==> src/rtl/mem_ctrl.sv <==
// Byte-serial load/store responder between the MEM-stage access unit and a byte-wide RAM.
// Little-endian sequencing; load data assembled zero-extended with a one-cycle RAM read latency.
module mem_ctrl #(
  parameter int ADDR_W = 32
) (
  input  logic              clk,
  input  logic              rst,
  input  logic              rdy,
  input  logic              mac_req,
  input  logic              mac_wr,
  input  logic [ADDR_W-1:0] mac_a,
  input  logic [3:0]        mac_kind,
  input  logic [31:0]       mac_dout,
  output logic              mac_busy,
  output logic              mac_done,
  output logic [31:0]       mac_din,
  input  logic [7:0]        ram_din,
  output logic [7:0]        ram_dout,
  output logic [ADDR_W-1:0] ram_a,
  output logic              ram_wr
);

  typedef enum logic [1:0] {IDLE, READ, WRITE, DONE} state_t;

  state_t            state_reg;
  logic [ADDR_W-1:0] a_reg;
  logic [31:0]       dout_reg;
  logic [2:0]        k_reg;
  logic [2:0]        cnt_reg;
  logic [1:0]        cap_reg;
  logic              primed_reg;
  logic              ram_wr_reg;
  logic [7:0]        dout_byte [4];

  function automatic logic [2:0] kind_bytes(input logic [3:0] kind);
    case (kind)
      4'b0001: kind_bytes = 3'd1;
      4'b0010: kind_bytes = 3'd2;
      4'b0100: kind_bytes = 3'd4;
      default: kind_bytes = 3'd0;
    endcase
  endfunction

  for (genvar gi = 0; gi < 4; gi++) begin : g_lane
    assign dout_byte[gi] = dout_reg[8*gi +: 8];
  end

  // The RAM is frozen by the same rdy, so a held write strobe must not fire while paused.
  assign ram_wr = ram_wr_reg & rdy;

  always_ff @(posedge clk) begin
    if (!rst) begin
      state_reg  <= IDLE;
      a_reg      <= '0;
      dout_reg   <= '0;
      k_reg      <= '0;
      cnt_reg    <= '0;
      cap_reg    <= '0;
      primed_reg <= 1'b0;
      ram_wr_reg <= 1'b0;
      mac_busy   <= 1'b0;
      mac_done   <= 1'b0;
      mac_din    <= '0;
      ram_a      <= '0;
      ram_dout   <= '0;
    end else if (rdy) begin
      case (state_reg)
        IDLE: begin
          if (mac_req) begin
            a_reg      <= mac_a;
            dout_reg   <= mac_dout;
            k_reg      <= kind_bytes(mac_kind);
            mac_din    <= '0;
            cap_reg    <= '0;
            primed_reg <= 1'b0;
            if (kind_bytes(mac_kind) == 3'd0) begin
              state_reg <= DONE;
              mac_done  <= 1'b1;
            end else begin
              mac_busy <= 1'b1;
              ram_a    <= mac_a;
              cnt_reg  <= 3'd1;
              if (mac_wr) begin
                state_reg  <= WRITE;
                ram_wr_reg <= 1'b1;
                ram_dout   <= mac_dout[7:0];
              end else begin
                state_reg <= READ;
              end
            end
          end
        end
        WRITE: begin
          if (cnt_reg == k_reg) begin
            state_reg  <= DONE;
            ram_wr_reg <= 1'b0;
            mac_busy   <= 1'b0;
            mac_done   <= 1'b1;
          end else begin
            ram_a    <= a_reg + ADDR_W'(cnt_reg);
            ram_dout <= dout_byte[cnt_reg[1:0]];
            cnt_reg  <= cnt_reg + 3'd1;
          end
        end
        READ: begin
          if (cnt_reg != k_reg) begin
            ram_a   <= a_reg + ADDR_W'(cnt_reg);
            cnt_reg <= cnt_reg + 3'd1;
          end
          // ram_din carries the byte addressed one cycle earlier, so capture starts one cycle late.
          if (primed_reg) begin
            mac_din[{cap_reg, 3'b000} +: 8] <= ram_din;
            cap_reg <= cap_reg + 2'd1;
            if ({1'b0, cap_reg} == k_reg - 3'd1) begin
              state_reg <= DONE;
              mac_busy  <= 1'b0;
              mac_done  <= 1'b1;
            end
          end
          primed_reg <= 1'b1;
        end
        DONE: begin
          mac_done  <= 1'b0;
          state_reg <= IDLE;
        end
        default: state_reg <= IDLE;
      endcase
    end
  end

endmodule

==> config.mk <==
export PLATFORM = sky130hd
export DESIGN_NAME = mem_ctrl
export DESIGN_NICKNAME = d
export VERILOG_FILES = /design/src/rtl/mem_ctrl.sv
export SDC_FILE = /design/constraint.sdc
export NUM_CORES = 1
export LEC_CHECK = 0
export CAP_MARGIN = 20
export CORE_ASPECT_RATIO = 0.7
export CORE_MARGIN = 5
export CORE_UTILIZATION = 51
export DETAILED_ROUTE_END_ITERATION = 7
export HOLD_SLACK_MARGIN = 0.03
export PLACE_DENSITY = 0.86
export REMOVE_ABC_BUFFERS = 1
export SYNTH_ARGS = -nofsm -noshare
export SYNTH_HDL_FRONTEND = slang
export SYNTH_SLANG_ARGS = --single-unit
==> constraint.sdc <==
create_clock -name clk -period 2.7 [get_ports clk]
set_input_delay 0.54 -clock clk [delete_from_list [all_inputs] [get_ports clk]]
set_output_delay 0.54 -clock clk [all_outputs]
set_load 0.01 [all_outputs]
# Word level (Yosys, flattened, before mapping)
# Index checks and enable logic that the tools add are counted.
# totals
regBits	150
inputBits	81
output_inout_bits	75
elab_cells	110
# classes
addsub	5
magnitude_cmp	1
eq_ne	18
shift	2
mux	55
bitwise_logic	2
n_reduce_logical	14
# ops
operator	count
two-way mux 32 bit	6
case mux 32 bit (3 select lines)	1
case mux 32 bit (2 select lines)	1
two-way mux 8 bit	6
adder 32 x 3 -> 32 bit	1
bitwise mux 32 bit	1
variable shift 8 x 7 -> 32 bit, first input constant	1
indexed part select 8 x 7 -> 32 bit	1
two-way mux 3 bit	8
AND reduction 6 bit	4
inequality test 2 bit, second input constant	9
case mux 3 bit (3 select lines)	2
binary-select mux 8 bit (select 2 bit)	1
two-way mux 2 bit	8
case mux 8 bit (2 select lines)	1
two-way mux 1 bit	14
case mux 2 bit (4 select lines)	1
negator 5 -> 7 bit	1
AND reduction 7 bit	1
AND reduction 3 bit	2
AND reduction 5 bit	1
equality test 2 bit, second input constant	2
equality test 4 x 1 -> 1 bit, second input constant	1
equality test 4 x 2 -> 1 bit, second input constant	1
20 further kinds	22

# Longest topological paths before layout
# depth
word_depth	10
ltp_mapped	10
ltp_nobuf	9

# Worst setup path before layout
# Ideal clock, no wire load.
# synth_path
kind	flip-flop to flip-flop
start	register cnt_reg[1]
end	register ram_a[30]
setup_time_ns	0.069
arrival_ns	2.368
required_time_ns	2.631
setup_slack_ns	0.263
path_stages_with_launch	10
path_buffers	1
period_less_slack_ns	2.437
cell_sequence	dfxtp_1 -> clkbuf_1 -> inv_1 -> fa_1 -> nor2b_1 -> o2111ai_1 -> nor4_1 -> xor2_1 -> mux2i_1 -> o21ai_1
# synth_via
elab_chain_cells	3
word_cells_on_any_way	9
cone_classes	add/sub (1); eq/ne (4); mux (3); reduce/logical (1)
# synth_lines
item	line_no	rtl
start: declaration	29	logic [2:0] cnt_reg;
start signal: assignment	102	cnt_reg <= cnt_reg + 3'd1;
start signal: assignment	108	cnt_reg <= cnt_reg + 3'd1;
adder 32 x 3 -> 32 bit (tied with other cells)	100, 107	
two-way mux 32 bit (tied with other cells)	106	if (cnt_reg != k_reg) begin
case mux 32 bit (3 select lines) or AND reduction 6 bit (tied branches)	n/a	
end signal: assignment	81	ram_a <= mac_a;
end signal: assignment	100	ram_a <= a_reg + ADDR_W'(cnt_reg);
end signal: assignment	107	ram_a <= a_reg + ADDR_W'(cnt_reg);
end: declaration	19	output logic [ADDR_W-1:0] ram_a,
# Parallel ways exist; a longest one is shown, timed or not. The select of a mux whose other input is x is not followed.
# A chain may end at the register's enable or synchronous reset.

# Final worst setup path
# layout_path
start	register a_reg[0]
end	register ram_a[26]
# layout_via
elab_chain_cells	3
word_cells_on_any_way	4
cone_classes	add/sub (1); mux (3)
# layout_lines
item	line_no	rtl
start: declaration	26	logic [ADDR_W-1:0] a_reg;
start signal: assignment	70	a_reg <= mac_a;
adder 32 x 3 -> 32 bit (*)	100, 107	
two-way mux 32 bit (on tied branches)	106, 94	
case mux 32 bit (3 select lines) (*)	67	case (state_reg)
# Every way passes the cells marked *; elsewhere a longest branch is shown, timed or not. The select of a mux whose other input is x is not followed.

==> summary.md <==
| Metric | Value |
|---|---|
| Peak supply drop | 419 uV |
| CTS hold repair buffers | 0 |
| Post-CTS setup buffer count | 0 |
| Status | finished, final reports clean |
| Synth top area share | 0.432 |
| Mapped Cells | 858 |
| RR Endpoint | ram_a[26] |
| I/O pins | 156 |
| Path depth of the worst reg2reg path | 9 |
| Post-synth EDFFs | 0 |
| Root Driver | clkbuf_16 |
| Port buffer count | 155 |
| Hold wc startpoint | dout_reg[16] |
| Synth Flop Type | dfxtp_1 |
| Total Neg Setup Slack | 0 ns |
| Num CTS Buffers | 17 |
| Width of the die | 150 um |
| CTS HTree Levels | 4 |
| Sequential-to-total area share from yosys stat | 0.432 |
| First-pass GRT wire length | 32.0 mm |
| Slew @ Worst Pin | 0.796 ns |
| Max cap viols | 0 |
| Vias/cell | 5.57 |
| Nets | 1105 |
| R2R Setup Slk | 0.30 ns |
| Synth warnings | 0 |
| Starting density of the core | 0.524 |
| CTS clock-pin slew for the worst setup and hold paths | 0.06 ns |
| Critical Path RT | 2.98 ns |
| # diodes | 0 |
| Maximum root-to-sink buffer count | 2 |
| Worst EP arrival | 2.68 ns |
| Area leader, netlist | dfxtp_1 |
| Pwr dens | 641 mW/mm^2 |
| Internal | 4.32 mW |
| Largest net degree at the start of global routing | 69 |
| Detailed Route WL | 20.1 mm |
| Switching share of power | 0.285 |
| Drt pass-1 iters | 5 |
| Worst-Skew Late Latency | 0.42 ns |
| DRC | 0 |
| Distinct cells, synth | 46 |
| Reg2reg start | a_reg[0] |
| Leak | 3.35 nW |
| DP Worst Slack | -0.0332 ns |
| Crit. End Element | register |
| Setup Skew | 0.0120 ns |
| Die ar. | 0.0161 sq mm |
| Num rows | 35 |
| Hold Vio Cnt, Final | 0 |
| Die height | 108 um |
| Critical path type | register to register |
| RSZ-0062 raised after global routing | false |
| Vias in the first global route | 6459 |
| Syn avg cell area | 8.10 sq um |
| Slew HR | 0.469 |
| Min-Delay Path Class | register to register |
| Initial DRC count | 621 |
| Overflow after GRT | 0 |
| P&R area growth vs syn | 35.7% |
| Clock share of power | 0.388 |
| CTS tree | built |
| Placed Cells incl. Taps | 1176 |
| Final Cycle Share | 0.888 |
| ANT nets after route | 0 |
| Worst setup path end | ram_a[26] |
| Gpl congestion | 0.893 |
| Logic pwr share | 0.206 |
| Routed vias | 6730 |
| Design Power | 6.04 mW |
| Post-CTS sizing | 0 |
| Initial antenna violation count | 0 |
| Max Fanout on Critical Path | 6 |
| Synth async-reset ratio | 0 |
| Slew Limit Fails | 0 |
| Fmax | 417 MHz |
| Sequential Power Share | 0.406 |
| # setup viols final | 0 |
| Wire length per cell | 16.6 um |
| GRT Total Usage | 0.246 |
| Share of layout cells above drive strength 1 | 0.0890 |
| Crit path launch type | register |
| CP Launch Point | a_reg[0] |
| Post-DP HPWL | 14.1 mm |
| Clock Sinks | 150 |
| FF+latch count, synth | 150 |
| Final std cells w/o fill | 1208 |
| Post-layout min period | 2.40 ns |
| Core area | 0.0133 sq mm |
| Final WS setup | 0.303 ns |
| Synth area leaders | dfxtp_1 (43%), a21oi_1 (9.4%), nand2_1 (8.6%) |
| Switch Pwr | 1.72 mW |
| Mapped cell area | 0.00695 sq mm |
[cells in the mapped netlist (3+ instances only)]
cell type  number
a211o_1         4
a211oi_1        7
a21oi_1       131
and2_1          3
and3_1         13
and4_1          4
buf_1           7
buf_2           8
clkbuf_1       43
dfxtp_1       150
ha_1           13
inv_1          20
mux2_2          8
mux2i_1        14
mux4_2          8
nand2_1       160
nand2b_1       27
nand3_1        62
nand4_1        12
nor2_1         45
nor2b_1         4
nor3_1          6
nor4_1          6
o2111ai_1       3
o211ai_1       16
o21ai_0        19
o21ai_1         9
o22ai_1         4
or3_1           4
xnor2_1        14
xor2_1         18
[cell families (layout without fill, tap and decap cells)]
group	Yosys count	after routing	synth area share
AO/OA/AOI/OAI	200	200	0.161
XOR/XNOR	32	32	0.0403
adder cells (fa/ha/maj)	14	14	0.0263
buffers and inverters	79	244	0.0452
flip-flops	150	150	0.432
multiplexers	30	30	0.0591
AND/OR/NAND/NOR	353	353	0.236
[layout make-up]
class / count / area [sq um]
clock inverters: 11 / 124
inverters: 20 / 77.6
fillers: 993 / 3840
well taps: 185 / 231
flip-flops and latches: 150 / 3000
clock buffers: 21 / 460
repair buffers: 192 / 1890
multi-input cells: 629 / 3640
[power by group through the flow]
stage	Sequential (mW)	Clock, mW	Combinational, mW
4_1_cts	2.45	2.37	1.23
5_1_grt	2.47	2.46	1.34
3_5_place_dp	2.50	0	1.22
6_report	2.46	2.34	1.24
3_3_place_gp	2.50	0	1.19
2_1_floorplan	2.52	0	0.612
[metrics by stage]
stage	hold WS (ns)	area [sq um]	utilization
after floorplan	0.433	6710	-
after CTS	0.455	9430	0.711
after global routing	0.472	9430	0.711
final	0.452	9430	0.711
after detailed placement	0.447	8850	0.667
after global placement	0.441	8850	0.667
[how the worst min path moves through the flow]
stage                         endpoint  cells after the start
after floorplan           dout_reg[16]                      2
after global placement    dout_reg[26]                      2
after detailed placement  dout_reg[17]                      2
after CTS                 dout_reg[17]                      2
after global routing       dout_reg[5]                      2
final                     dout_reg[16]                      2
[worst max-delay path, cell delays in order, from the launching register on]
cell	delay [ns]
dfxtp_1	0.33
ha_1	0.20
inv_1	0.07
fa_1	0.38
nor2b_1	0.17
o2111ai_1	0.35
nor3_1	0.38
nand3_1	0.14
xor2_1	0.16
o22ai_1	0.09
[layer usage]
| layer | wire (um) | GRT usage | part of all wire | vias up |
|---|---|---|---|---|
| li1 | - | - | - | 3274 |
| met4 | 313 | 0.0797 | 0.016 | 0 |
| met5 | 0 | 0 | 0 | - |
| met3 | 1560 | 0.0509 | 0.078 | 27 |
| met2 | 9060 | 0.380 | 0.45 | 260 |
| met1 | 9160 | 0.345 | 0.46 | 3169 |
[cells in the final DEF, fill, tap and decap left out, types with 14 or more instances in the layout]
cell,count
nand2_1,160
clkdlybuf4s50_1,155
dfxtp_1,150
a21oi_1,131
nand3_1,61
nor2_1,45
buf_4,32
nand2b_1,27
inv_1,19
o21ai_0,19
xor2_1,18
clkbuf_16,17
o211ai_1,16
mux2i_1,14
xnor2_1,14
Power figures use the tool's default switching activity.
